File: src/rtl/joy_pkg.sv
// Shared types and helpers for the joystick direction conditioner.
package joy_pkg;

  typedef enum logic [1:0] {
    JM_PASS   = 2'b00,
    JM_NEWEST = 2'b01,
    JM_FIRST  = 2'b10,
    JM_SOCD   = 2'b11
  } joy_mode_t;

  localparam int DIR_UP    = 3;
  localparam int DIR_DOWN  = 2;
  localparam int DIR_LEFT  = 1;
  localparam int DIR_RIGHT = 0;

  // Priority up > down > left > right when several bits are set.
  function automatic logic [3:0] hi_onehot(input logic [3:0] x);
    logic [3:0] r;
    r = 4'b0000;
    if (x[DIR_UP])         r = 4'b1000;
    else if (x[DIR_DOWN])  r = 4'b0100;
    else if (x[DIR_LEFT])  r = 4'b0010;
    else if (x[DIR_RIGHT]) r = 4'b0001;
    return r;
  endfunction

endpackage

File: src/rtl/joy_debounce.sv
// Per-bit debounce of one player's 4-bit direction vector; a new level is
// accepted only after DB_CYCLES consecutive ce ticks of disagreement.
module joy_debounce
  import joy_pkg::*;
#(
  parameter int DB_CYCLES = 0
) (
  input  logic       clk,
  input  logic       reset_n,
  input  logic       ce_i,
  input  logic [3:0] raw_i,
  output logic [3:0] deb_o
);

  generate
    if (DB_CYCLES == 0) begin : g_bypass
      logic unused_bypass;
      assign unused_bypass = ^{clk, reset_n, ce_i};
      assign deb_o = raw_i;
    end else begin : g_count
      localparam int CW = $clog2(DB_CYCLES + 1);
      localparam logic [CW-1:0] CNT_LAST = CW'(DB_CYCLES - 1);

      logic [CW-1:0] cnt_q [4];
      logic [CW-1:0] cnt_d [4];
      logic [3:0]    deb_q;
      logic [3:0]    deb_d;

      always_comb begin
        deb_d = deb_q;
        for (int b = 0; b < 4; b++) begin
          cnt_d[b] = '0;
          if (raw_i[b] != deb_q[b]) begin
            cnt_d[b] = cnt_q[b];
            // The tick that would make the count reach DB_CYCLES commits the bit.
            if (ce_i) begin
              if (cnt_q[b] == CNT_LAST) begin
                deb_d[b] = raw_i[b];
                cnt_d[b] = '0;
              end else begin
                cnt_d[b] = cnt_q[b] + 1'b1;
              end
            end
          end
        end
      end

      always_ff @(posedge clk) begin
        if (!reset_n) begin
          deb_q <= '0;
          for (int b = 0; b < 4; b++) cnt_q[b] <= '0;
        end else begin
          deb_q <= deb_d;
          for (int b = 0; b < 4; b++) cnt_q[b] <= cnt_d[b];
        end
      end

      assign deb_o = deb_q;
    end
  endgenerate

endmodule

File: src/rtl/joy_dir_filter.sv
// Multi-player joystick conditioner: sample, debounce, then a per-player
// mode-selectable direction filter with registered output and change strobe.
module joy_dir_filter
  import joy_pkg::*;
#(
  parameter int PLAYERS   = 2,
  parameter int DB_CYCLES = 0
) (
  input  logic                 clk,
  input  logic                 reset_n,
  input  logic                 ce,
  input  logic [2*PLAYERS-1:0] mode,
  input  logic [4*PLAYERS-1:0] dir_in,
  output logic [4*PLAYERS-1:0] dir_out,
  output logic [PLAYERS-1:0]   changed
);

  generate
    for (genvar p = 0; p < PLAYERS; p++) begin : g_player
      logic [3:0] raw_q, deb, prev_q;
      logic [3:0] sel_q, sel_d, sel_base;
      logic [3:0] out_q, out_d;
      logic [3:0] new_edge, held;
      logic       last_h_q, last_h_d, last_base;
      logic       chg_q, chg_d, mode_chg;
      joy_mode_t  mode_cur, mode_q;

      assign mode_cur = joy_mode_t'(mode[2*p +: 2]);

      joy_debounce #(.DB_CYCLES(DB_CYCLES)) u_deb (
        .clk     (clk),
        .reset_n (reset_n),
        .ce_i    (ce),
        .raw_i   (raw_q),
        .deb_o   (deb)
      );

      // A mode switch drops selection history before this cycle's decision.
      assign mode_chg  = (mode_cur != mode_q);
      assign sel_base  = mode_chg ? 4'b0000 : sel_q;
      assign last_base = mode_chg ? 1'b0 : last_h_q;
      assign new_edge  = deb & ~prev_q;
      assign held      = deb & sel_base;

      always_comb begin
        sel_d    = sel_base;
        last_h_d = last_base;
        out_d    = deb;
        case (mode_cur)
          JM_PASS: begin
            sel_d = 4'b0000;
          end
          JM_NEWEST: begin
            if (new_edge != 4'b0000) sel_d = hi_onehot(new_edge);
            else if (held == 4'b0000) sel_d = hi_onehot(deb);
            out_d = deb & sel_d;
          end
          JM_FIRST: begin
            if (held == 4'b0000)
              sel_d = (new_edge != 4'b0000) ? hi_onehot(new_edge) : hi_onehot(deb);
            out_d = deb & sel_d;
          end
          JM_SOCD: begin
            if (new_edge[DIR_LEFT])       last_h_d = 1'b1;
            else if (new_edge[DIR_RIGHT]) last_h_d = 1'b0;
            if (deb[DIR_UP] && deb[DIR_DOWN]) begin
              out_d[DIR_UP]   = 1'b0;
              out_d[DIR_DOWN] = 1'b0;
            end
            if (deb[DIR_LEFT] && deb[DIR_RIGHT]) begin
              out_d[DIR_LEFT]  = last_h_d;
              out_d[DIR_RIGHT] = ~last_h_d;
            end
          end
        endcase
        chg_d = (out_d != out_q);
      end

      always_ff @(posedge clk) begin
        if (!reset_n) begin
          raw_q    <= 4'b0000;
          prev_q   <= 4'b0000;
          sel_q    <= 4'b0000;
          last_h_q <= 1'b0;
          mode_q   <= JM_PASS;
          out_q    <= 4'b0000;
          chg_q    <= 1'b0;
        end else begin
          raw_q    <= dir_in[4*p +: 4];
          prev_q   <= deb;
          sel_q    <= sel_d;
          last_h_q <= last_h_d;
          mode_q   <= mode_cur;
          out_q    <= out_d;
          chg_q    <= chg_d;
        end
      end

      assign dir_out[4*p +: 4] = out_q;
      assign changed[p]        = chg_q;
    end
  endgenerate

endmodule

File: config.mk
export PLATFORM = sky130hd
export DESIGN_NAME = joy_dir_filter
export DESIGN_NICKNAME = d
export VERILOG_FILES = /design/src/rtl/joy_pkg.sv /design/src/rtl/joy_debounce.sv /design/src/rtl/joy_dir_filter.sv
export SDC_FILE = /design/constraint.sdc
export NUM_CORES = 1
export LEC_CHECK = 0
export BUFFER_PORTS_ARGS = -buffer_cell sky130_fd_sc_hd__buf_2
export CAP_MARGIN = 20
export CORE_MARGIN = 2
export CORE_UTILIZATION = 40
export CTS_CLUSTER_DIAMETER = 200
export DETAILED_ROUTE_END_ITERATION = 16
export PLACE_DENSITY = 0.61
export SLEW_MARGIN = 20
export SYNTH_ARGS = -nofsm -noshare
export SYNTH_HDL_FRONTEND = slang
export SYNTH_HIERARCHICAL = 1
export SYNTH_SLANG_ARGS = --single-unit
File: constraint.sdc
create_clock -name clk -period 3.4 [get_ports clk]
set_input_delay 0.17 -clock clk [delete_from_list [all_inputs] [get_ports clk]]
set_output_delay 0.17 -clock clk [all_outputs]
set_load 0.01 [all_outputs]
# Word level (Yosys, flattened, before mapping)
# Index checks and enable logic that the tools add are counted.
[word_totals] register_bits=40 inputBits=15 wordCells=94
[classes] bitwise_logic=12 n_reduce_logical=10 n_eq_ne=10 muxes=48
[op_table] cell="4-bit 2-to-1 mux" count=19
[op_table] cell="4-bit case mux with 3 select lines" count=4
[op_table] cell="4-bit AND" count=8
[op_table] cell="2-bit 2-to-1 mux" count=8
[op_table] cell="1-bit 2-to-1 mux" count=14
[op_table] cell="3-bit 2-to-1 mux" count=3
[op_table] cell="2-bit equality test, second input constant" count=4
[op_table] cell="4-bit zero test" count=2
[op_table] cell="4-bit != test" count=2
[op_table] cell="4-bit NOT" count=2
[op_table] cell="4-bit nonzero test" count=2
[op_table] cell="2-bit by 1-bit equality test with 1-bit output, second input constant" count=2
[op_table] cell="1-bit logical AND" count=4
[op_table] cell="2-bit zero test" count=2
[op_table] cell="2-bit != test" count=2
[op_table] cell="1-bit NOT" count=2

# Depth between registers and ports, before layout
# Gate-level depths: netlist of run 1.
[logic_depth] ltp_word=12 ltp_mapped=10 depth_no_buf=9

# Cells and area by module
# The synthesis of run 1 kept the hierarchy.
[modules_own_cells] module="joy_dir_filter" area_each_um2=2640.0 cells_each=337 n_inst=1
[modules_own_cells] module="joy_debounce" area_each_um2=30.0 cells_each=4 n_inst=2

# Worst setup path after synthesis of run 1
# Ideal clock, no wire load.
[synth_path] path_kind="reg2reg" from="reg g_player[0].raw_q[3]" to="reg g_player[0].chg_q" setup_time_ns=0.125 period_less_slack_ns=2.313 path_slack_ns=1.087 stages_incl_launch_ff=10 t_required_ns=3.275 arrival_time_ns=2.188 cell_sequence="dfxtp_1 buf_4 buf_6 a222oi_1 a211oi_1 and4_1 o21ai_1 o21ai_2 mux2i_1 o41a_1"
[synth_between] elab_chain_cells=8 word_cells_on_any_way=18 cone_classes="1 x eq/ne; 10 x mux; 4 x bitwise; 3 x reduce/logical"
[synth_lines] item="from (decl)" line="joy_dir_filter.sv:20" text="logic [3:0] raw_q, deb, prev_q;"
[synth_lines] item="from (signal assigned)" line="joy_dir_filter.sv:89" text="raw_q <= dir_in[4*p +: 4];"
[synth_lines] item="4-bit AND, on equally long branches" line="joy_dir_filter.sv:42, joy_dir_filter.sv:43"
[synth_lines] item="4-bit nonzero test, or another cell as far along" line="joy_dir_filter.sv:54, joy_dir_filter.sv:60"
[synth_lines] item="4-bit 2-to-1 mux, on equally long branches" line="joy_dir_filter.sv:60, joy_dir_filter.sv:55"
[synth_lines] item="4-bit 2-to-1 mux, on equally long branches" line="joy_dir_filter.sv:59, joy_dir_filter.sv:54"
[synth_lines] item="4-bit 2-to-1 mux" line="joy_dir_filter.sv:49" text="case (mode_cur)"
[synth_lines] item="4-bit AND, on equally long branches" line="joy_dir_filter.sv:61, joy_dir_filter.sv:56"
[synth_lines] item="4-bit case mux with 3 select lines (*)" line="joy_dir_filter.sv:49"
[synth_lines] item="4-bit != test (*)" line="joy_dir_filter.sv:76" text="chg_d = (out_d != out_q);"
[synth_lines] item="to (signal assigned)" line="joy_dir_filter.sv:95" text="chg_q <= chg_d;"
[synth_lines] item="to (decl)" line="joy_dir_filter.sv:25" text="logic chg_q, chg_d, mode_chg;"
# Mark *: on every way between the ends. The rest lies on a longest branch, timed or not. The select of a mux whose other input is x is not followed.
# A chain may end at the register's enable or synchronous reset.

# Worst setup path after layout of run 1
[layout_path] from="reg g_player[0].sel_q[0]" to="reg g_player[0].chg_q"
[layout_between] elab_chain_cells=9 word_cells_on_any_way=12 cone_classes="1 x eq/ne; 7 x mux; 3 x bitwise; 1 x reduce/logical"
[layout_lines] item="from (decl)" line="joy_dir_filter.sv:21" text="logic [3:0] sel_q, sel_d, sel_base;"
[layout_lines] item="from (signal assigned)" line="joy_dir_filter.sv:91" text="sel_q <= sel_d;"
[layout_lines] item="4-bit 2-to-1 mux (*)" line="joy_dir_filter.sv:40" text="assign sel_base = mode_chg ? 4'b0000 : sel_q;"
[layout_lines] item="4-bit AND" line="joy_dir_filter.sv:43" text="assign held = deb & sel_base;"
[layout_lines] item="4-bit zero test" line="joy_dir_filter.sv:55, joy_dir_filter.sv:59"
[layout_lines] item="4-bit 2-to-1 mux" line="joy_dir_filter.sv:55" text="else if (held == 4'b0000) sel_d = hi_onehot(deb);"
[layout_lines] item="4-bit 2-to-1 mux" line="joy_dir_filter.sv:54" text="if (new_edge != 4'b0000) sel_d = hi_onehot(new_edge);"
[layout_lines] item="4-bit 2-to-1 mux" line="joy_dir_filter.sv:49"
[layout_lines] item="4-bit AND" line="joy_dir_filter.sv:56" text="out_d = deb & sel_d;"
[layout_lines] item="4-bit case mux with 3 select lines (*)" line="joy_dir_filter.sv:49"
[layout_lines] item="4-bit != test (*)" line="joy_dir_filter.sv:76"
# Marks and branches as above.

==> results of run 1 <==
## logic make-up (layout without fill, tap and decap cells)
group / count (synthesis) / after routing / share of synthesized area, %
AO/OA/AOI/OAI: 97 / 97 / 26.51
XOR/XNOR: 7 / 7 / 2.271
adder cells (fa/ha/maj): 10 / 10 / 4.634
buffers and inverters: 44 / 53 / 7.970
flip-flops: 40 / 40 / 29.66
multiplexers: 4 / 4 / 1.529
AND/OR/NAND/NOR: 143 / 143 / 27.43
## cell type report
class | count | area [um2] | area share (%)
Inverter | 19 | 71.32 | 2.473
Timing Repair Buffer | 26 | 137.6 | 4.772
Tap cell | 77 | 96.34 | 3.341
Clock buffer | 7 | 86.33 | 2.993
Clock inverter | 1 | 7.507 | 0.2603
Sequential cell | 40 | 800.8 | 27.77
Multi-Input combinational cell | 261 | 1684 | 58.39
## report_power, final
part / leakage [uW] / switching (uW) / total [uW] / internal (uW)
Combinational: 0.000762 / 136 / 218 / 82.7
Sequential: 0.000329 / 24.2 / 516 / 491
Clock: 0.0000445 / 177 / 342 / 165
Total: 0.00114 / 337 / 1080 / 739
## metal layers
layer	GRT usage (%)	share of wire [%]
met1	23.63	44
met4	8.081	1.9
met5	0	0
met3	4.235	6.5
met2	31.64	48
## worst register-to-register path, cell delays in order, from the launching register on
cell and delay (ns):
dfxtp_1 0.37, a222oi_1 0.81, a211oi_1 0.23, and4_1 0.27, o21ai_1 0.17, o21ai_2 0.10
mux2i_1 0.14, o41a_1 0.43
## stage by stage
step	util (%)	area, um2	cells	power (uW)
2_1_floorplan	-	2700	345	687.8
3_3_place_gp	43.44	2790	423	741.3
3_5_place_dp	43.44	2790	423	740.0
4_1_cts	44.91	2884	431	1086
5_1_grt	44.91	2884	431	1136
6_report	44.91	2884	431	1076
## state kept, by name, indices dropped and copies added, names as in the netlist
signal             cells
g_player.last_h_q      2
g_player.out_q         8
g_player.chg_q         2
g_player.sel_q         8
g_player.mode_q        4
g_player.raw_q         8
g_player.prev_q        8
## cells in the mapped netlist (all sizes together) (4+ instances only)
cell,number,area share [%]
a221oi,4,1.3
nand3,15,3.0
a21oi,14,2.6
a211oi,7,1.9
nand4,7,1.6
nand2b,13,3.0
and2,15,3.5
buf,15,3.9
o22ai,4,0.93
xnor2,5,1.6
nor2,28,3.9
ha,10,4.6
nand2,35,4.9
nor3,4,0.74
clkbuf,10,1.4
nor2b,10,2.3
inv,18,2.5
o211ai,5,1.4
o21ai,15,2.9
a31oi,5,1.2
a2111oi,5,1.9
a21boi,6,1.7
dfxtp,40,30
## final timing paths
path                         from              endpoint  slack [ns]  depth (start not counted)
max          g_player[0].sel_q[0]     g_player[0].chg_q        0.79                          7
min                     dir_in[3]  g_player[0].raw_q[3]        0.07                          2
max reg2reg  g_player[0].sel_q[0]     g_player[0].chg_q        0.79                          7
min reg2reg  g_player[1].sel_q[3]  g_player[1].sel_q[3]        0.50                          2
==> flow_summary.toml, run 1 <==
[worst_hold_path]
hold_class = "in2reg"

[setup_path]
critPathLaunchType = "register"
crit_required_ns = 3.58
worstPathCellList = "a222oi_1 -> a211oi_1 -> and4_1 -> o21ai_1 -> o21ai_2 -> mux2i_1 -> o41a_1"
path_class = "reg2reg"
critPathMaxFanout = 7
end_kind = "register"
slowest_stage = "a222oi_1"
path_delay_family = "compound AO/OA/AOI/OAI gates"
slowest_delay_ns = 0.81
arrival_ns = 2.79
path_buf_inv = 0

[synth]
synth_top_flop_cell = "dfxtp_1"
yosysSeqAreaShare_pct = 29.66
synth_cells = 345
syn_nets = 370
synth_edf_count = 0
syn_area_per_cell_um2 = 7.826
netlist_area_um2 = 2700
synth_seq_cells = 40
ys_warn_count = 6
synth_cell_type_count = 64
async_flop_share_pct = 0

[final_layout]
fill_cells = 662
layout_commonest_cell = "dfxtp_1"
diodes = 0
drive_above_1_share_pct = 11.58
mostFrequentLayoutCells = "dfxtp_1 (40), nand2_1 (35), nor2_1 (28), buf_2 (23), inv_1 (18)"
syn2layout_area_growth_pct = 6.812
fin_nets = 378

[sta]
grt_setup_unrepaired = "false"
post-route-period-util_pct = 76.70
relSlewSlack_pct = 41.96
slew_violations = 0
period_needed_ns = 2.608
finalWorstSetupSlack_ns = 0.7921
tightest_slew_ns = 0.8706
finalHoldViolCount = 0
clock.fmax_mhz = 383.5
hold_slack_ns = 0.07119
clock_skew_ns = 0.01011
tns_ns = 0
final-setup-viol-count = 0

[clock_tree]
root_buffer = "clkbuf_8"
clk_pin_slew_ns = 0.08
hold_buffers = 0
cts_buffers = 5
cts_tree = "built"
cts_max_path_buffers = 2
worstSkewPairLatency_ns = 0.30
htreeDepth = 2
ctsResizeCount = 0
cts_setup_buffers = 0
cts.sinks = 40

[detailed_routing]
drt_pass1_iterations = 5
wl_per_cell_um = 16.14
final_antenna_net_count = 0
viasPerCell = 6.051
num_vias = 2608
drt-initial-drc-count = 217
wl_mm = 6.956
remaining_drc_errors = 0

[global_route]
antenna_found_initial = 0
grt_max_degree = 20
grt-ovfl-total = 0
grt_usage_pct = 19.04
grt_pass1_vias = 2417
grt_pass1_wl_mm = 11.42

[placement]
place.gp.congestion = 0.8838
port_buffers = 23
post-place-ws_ns = 0.8587
dpl.hpwl_mm = 4.964

[floorplanning]
start_util_pct = 42.04
die_x_um = 86.16
die_h_um = 86.16
die-area_um2 = 7424
core_area_um2 = 6422
rows = 29
io_pins = 25

[power_and_ir_drop]
cellPowerDensity_nw_per_um2 = 373.1
p_leak_uw = 0.001136
ir_drop_uv = 203.7

[outcome]
status = "finished clean"

[run]
cap_violations = 0
Power figures use the tool's default switching activity.
==> inputs of run 2 (changes only) <==
ABC_AREA = 1   (was default)
PLACE_DENSITY = 0.64   (was 0.61)
clock period = 2.35 ns   (was 3.4 ns; I/O delays follow)
==> flow_summary.toml, run 2 <==
[clock_tree]
ctsResizeCount = 0
root_buffer = "clkbuf_8"
cts_setup_buffers = 0
cts.sinks = 40
worstSkewPairLatency_ns = 0.30
clk_pin_slew_ns = 0.08
cts_tree = "built"
htreeDepth = 2
cts_buffers = 5
cts_max_path_buffers = 2

[floorplanning]
rows = 29
core_area_um2 = 6386
start_util_pct = 41.75
io_pins = 25
die_x_um = 85.65
die-area_um2 = 7335
die_h_um = 85.65

[sta]
post-route-period-util_pct = 84.18
clock.fmax_mhz = 505.5
hold_slack_ns = 0.08710
slew_violations = 0
relSlewSlack_pct = 73.81
tns_ns = 0
tightest_slew_ns = 0.3924
period_needed_ns = 1.978
clock_skew_ns = 0.007506
final-setup-viol-count = 0
finalWorstSetupSlack_ns = 0.3717
finalHoldViolCount = 0
grt_setup_unrepaired = "false"

[setup_path]
critPathLaunch = "g_player[0].mode_q[0]"
crit_required_ns = 2.54
endpoint = "g_player[0].chg_q"
r2r_slack_ns = 0.37
timing.rr.start = "g_player[0].mode_q[0]"
reg2reg_depth = 16
path_class = "reg2reg"
end_kind = "register"
critPathLaunchType = "register"
critPathMaxFanout = 6
timing.rr.end = "g_player[0].chg_q"
arrival_ns = 2.17

[worst_hold_path]
min-delay-start = "mode[1]"
hold_class = "in2reg"

[synth]
synth_edf_count = 0
synthAdderAreaFrac_pct = 4.693
synth_top_area_share_pct = 30.03
synthMuxAreaShare_pct = 0
synth_compound_area_share_pct = 11.12
synth_cell_type_count = 35
yosys.area_share.simple_pct = 36.84
synth_top_flop_cell = "dfxtp_1"
async_flop_share_pct = 0
netlist_top_cells_count = "nand2_1 (118), inv_1 (76), dfxtp_1 (40)"
synth_area_leaders = "dfxtp_1 (30%), nand2_1 (17%), inv_1 (11%)"
synth_top_family_by_area = "simple AND/OR/NAND/NOR gates"
synth.largest_area_cell = "dfxtp_1"
synth_seq_cells = 40
syn_nets = 445
synth_xor_area_share_pct = 1.220
synth.most_common_cell = "nand2_1"
syn_area_per_cell_um2 = 6.348
yosysSeqAreaShare_pct = 30.03
ys_warn_count = 6
netlist_area_um2 = 2666
synth_cells = 420

[final_layout]
syn2layout_area_growth_pct = 11.36
drive_above_1_share_pct = 14.54
layout.cells.non_filler = 524
diodes = 0
mostFrequentLayoutCells = "nand2_1 (118), inv_1 (76), dfxtp_1 (40), nor2_1 (38), nand3_1 (29)"
layout_commonest_cell = "nand2_1"
design_area_um2 = 2969
fin_nets = 471

[power_and_ir_drop]
p_leak_uw = 0.001606
ir_drop_uv = 240.9
cellPowerDensity_nw_per_um2 = 532.8

[detailed_routing]
drt_pass1_iterations = 4
remaining_drc_errors = 0
num_vias = 2512
viasPerCell = 4.794
drt-initial-drc-count = 160
wl_mm = 5.868
final_antenna_net_count = 0
wl_per_cell_um = 11.20

[global_route]
grt-ovfl-total = 0
grt_usage_pct = 17.64
grt_pass1_wl_mm = 10.49
grt_max_degree = 30
antenna_found_initial = 0
grt_pass1_vias = 2351

[outcome]
status = "finished clean"

[placement]
placed_area_um2 = 2804
port_buffers = 23
place.gp.congestion = 0.9661
dpl.hpwl_mm = 4.479
post-place-ws_ns = 0.3828
place_inst = 508

[run]
cap_violations = 0
==> run 2: worst min path at each step <==
stage                                       end  slack, ns  cells after the start
after detailed placement   g_player[1].raw_q[2]       0.30                      3
after floorplan           g_player[0].mode_q[0]       0.21                      2
after global routing      g_player[0].mode_q[1]        0.1                      3
after global placement     g_player[1].raw_q[0]       0.30                      3
after CTS                 g_player[0].mode_q[1]       0.08                      3
final                     g_player[0].mode_q[1]       0.09                      3
==> run 2: critical path, stage by stage (launching register included) <==
cell,delay [ns]
dfxtp_1,0.33
xnor2_2,0.29
nand4_1,0.16
nand2_2,0.16
inv_1,0.05
nand2_1,0.11
nor2_1,0.06
nor2_1,0.12
nand3_1,0.08
nand2_1,0.07
nand2_1,0.05
nand2_1,0.06
nand2_1,0.06
nand2_1,0.06
nand3_1,0.06
nor2_1,0.10
nor2_1,0.04
==> run 2: area by class of cell <==
cell class / count / area [um2]
clock inverters: 1 / 8.758
fillers: 687 / 3417
inverters: 82 / 310.3
well taps: 77 / 96.34
repair buffers: 37 / 240.2
flip-flops and latches: 40 / 800.8
clock buffers: 7 / 76.32
multi-input cells: 280 / 1436
==> run 2: what timing repair did <==
action,CTS,global route
hold buffers,8,0
endpoints found under the hold margin,8,0
setup endpoints to repair,0,0
==> run 2: logic make-up after synthesis <==
kind of cell / Yosys count
adder cells (fa/ha/maj): 10
buffers and inverters: 100
XOR/XNOR: 2
AO/OA/AOI/OAI: 51
flip-flops: 40
AND/OR/NAND/NOR: 217
==> run 2: layer usage <==
| layer | GRT usage [%] | wire length, um | share of wire, % | vias to the layer above |
|---|---|---|---|---|
| met4 | 6.638 | 89 | 1.5 | 0 |
| met1 | 24.10 | 2920 | 50 | 1081 |
| met2 | 27.27 | 2501 | 43 | 79 |
| met5 | 0 | 0 | 0 | - |
| met3 | 3.850 | 358 | 6.1 | 10 |
| li1 | - | - | - | 1342 |
==> run 2: report_power, final <==
group | total, uW | switching [uW] | internal, uW
logic | 373 | 234 | 139
clock network | 469 | 256 | 212
registers | 741 | 23.9 | 717
==> run 2: per-stage QoR <==
stage | total power (uW) | utilization (%)
3_3_place_gp | 1109 | 43.91
4_1_cts | 1599 | 46.49
3_5_place_dp | 1116 | 43.91
5_1_grt | 1697 | 46.49
2_1_floorplan | 1038 | -
6_report | 1582 | 46.49
==> inputs of run 3 (changes only) <==
clock period = 1.67 ns   (was 2.35 ns; I/O delays follow)
==> flow_summary.toml, run 3 (synthesized netlist as in run 2, its figures left out) <==
[outcome]
status = "finished with violations"
violations = "setup timing"

[global_route]
antenna_found_initial = 0
grt_pass1_vias = 2713
grt_pass1_wl_mm = 11.80
grt_max_degree = 19
grt_usage_pct = 19.73
grt-ovfl-total = 0

[setup_path]
crit_required_ns = 1.86
r2r_slack_ns = -0.26
path_class = "reg2reg"
critPathLaunchType = "register"
arrival_ns = 2.12
critPathMaxFanout = 6
end_kind = "register"
timing.rr.end = "g_player[0].chg_q"
reg2reg_depth = 15
timing.rr.start = "g_player[0].mode_q[0]"

[clock_tree]
htreeDepth = 2
cts_tree = "built"
cts.sinks = 40
cts_buffers = 5
worstSkewPairLatency_ns = 0.30
clk_pin_slew_ns = 0.08
cts_max_path_buffers = 2
root_buffer = "clkbuf_8"

[final_layout]
design_area_um2 = 3724
layout_commonest_cell = "nand2_1"
layout.cells.non_filler = 584
fin_nets = 531
multi_input_area_um2 = 1693
syn2layout_area_growth_pct = 39.65
mostFrequentLayoutCells = "nand2_1 (93), inv_1 (71), buf_4 (62), dfxtp_1 (34), nor2_1 (28)"
drive_above_1_share_pct = 36.69
diodes = 0
regArea_um2 = 810.8
fill_cells = 595

[sta]
relSlewSlack_pct = 70.22
clock_skew_ns = 0.01025
hold_slack_ns = 0.1186
final-setup-viol-count = 10
post-route-period-util_pct = 115.7
finalHoldViolCount = 0
slew_violations = 0
period_needed_ns = 1.933
grt_setup_unrepaired = "true"
finalWorstSetupSlack_ns = -0.2625
tns_ns = -1.275
tightest_slew_ns = 0.4420
clock.fmax_mhz = 517.5

[worst_hold_path]
min-delay-start = "reset_n"
hold_class = "in2reg"
hold_depth = 3
min_to = "g_player[0].raw_q[2]"

[run]
cap_violations = 0

[detailed_routing]
final_antenna_net_count = 0
remaining_drc_errors = 0
drt-initial-drc-count = 137
wl_mm = 6.810
num_vias = 2799
viasPerCell = 4.793
wl_per_cell_um = 11.66
drt_pass1_iterations = 4

[floorplanning]
io_pins = 25
die_x_um = 85.65
core_area_um2 = 6386
die-area_um2 = 7335
rows = 29
die_h_um = 85.65
start_util_pct = 41.75

[placement]
dpl.hpwl_mm = 4.922
place_inst = 561
port_buffers = 23
placed_area_um2 = 3257
place.gp.congestion = 0.8747

[power_and_ir_drop]
total_power_uw = 2623
cellPowerDensity_nw_per_um2 = 704.4
p_leak_uw = 0.001927
ir_drop_uv = 490.6
-- run 3: per-layer routing --
layer | up-vias | wire, um | track usage [%]
li1 | 1466 | - | -
met1 | 1260 | 3183 | 25.30
met2 | 63 | 3186 | 33.95
met3 | 10 | 315 | 2.599
met4 | 0 | 125 | 7.071
met5 | - | 0 | 0
-- run 3: power by group --
group / switching (uW) / internal, uW
Sequential: 36.6 / 1010
Combinational: 408 / 334
Clock: 385 / 450
Total: 829 / 1790
-- run 3: cell type report --
class / count / area share [%]
Multi-Input combinational cell: 282 / 45.46
Clock inverter: 3 / 1.243
Timing Repair Buffer: 95 / 18.58
Sequential cell: 40 / 21.77
Inverter: 82 / 8.501
Clock buffer: 5 / 1.848
Tap cell: 77 / 2.587
-- run 3: how the worst max path moves through the flow --
stage | from | endpoint | slack, ns | cells after the start
5_1_grt | g_player[0].mode_q[0] | g_player[0].chg_q | -0.48 | 15
6_report | g_player[0].mode_q[0] | g_player[0].chg_q | -0.26 | 15
3_3_place_gp | g_player[1].mode_q[1] | g_player[1].chg_q | -0.21 | 17
3_5_place_dp | g_player[0].mode_q[0] | g_player[0].chg_q | -0.29 | 16
4_1_cts | g_player[0].prev_q[3] | g_player[0].chg_q | -0.21 | 19
2_1_floorplan | g_player[0].raw_q[2] | g_player[0].chg_q | -0.14 | 20
-- run 3: critical path, cell delays in order (launching register included) --
cell and delay [ns]:
dfxtp_2 0.35, xnor2_4 0.19, nand4_1 0.14, nand2_2 0.18
buf_6 0.13, nor2_4 0.05, a21oi_1 0.15, nand2_1 0.10
nand2_1 0.09, nand2_1 0.06, nand2_1 0.08, nand2_1 0.07
nand2_1 0.05, nand3_1 0.06, nor2_1 0.10, nor2_1 0.04
-- run 3: through the flow --
stage	util (%)	setup WS [ns]
finish	58.31	-0.2625
global route	58.31	-0.4813
CTS	55.80	-0.2117
detailed placement	51.00	-0.2935
global placement	51.00	-0.2050
floorplan	-	-0.1418
-- run 3: repair_timing --
item	4_1_cts	5_1_grt
endpoints found under the hold margin	8	0
hold buffers	8	0
resized for setup	20	45
pin swaps	11	33
endpoints found under the setup margin	11	17
cloned	1	1
setup buffers	5	4
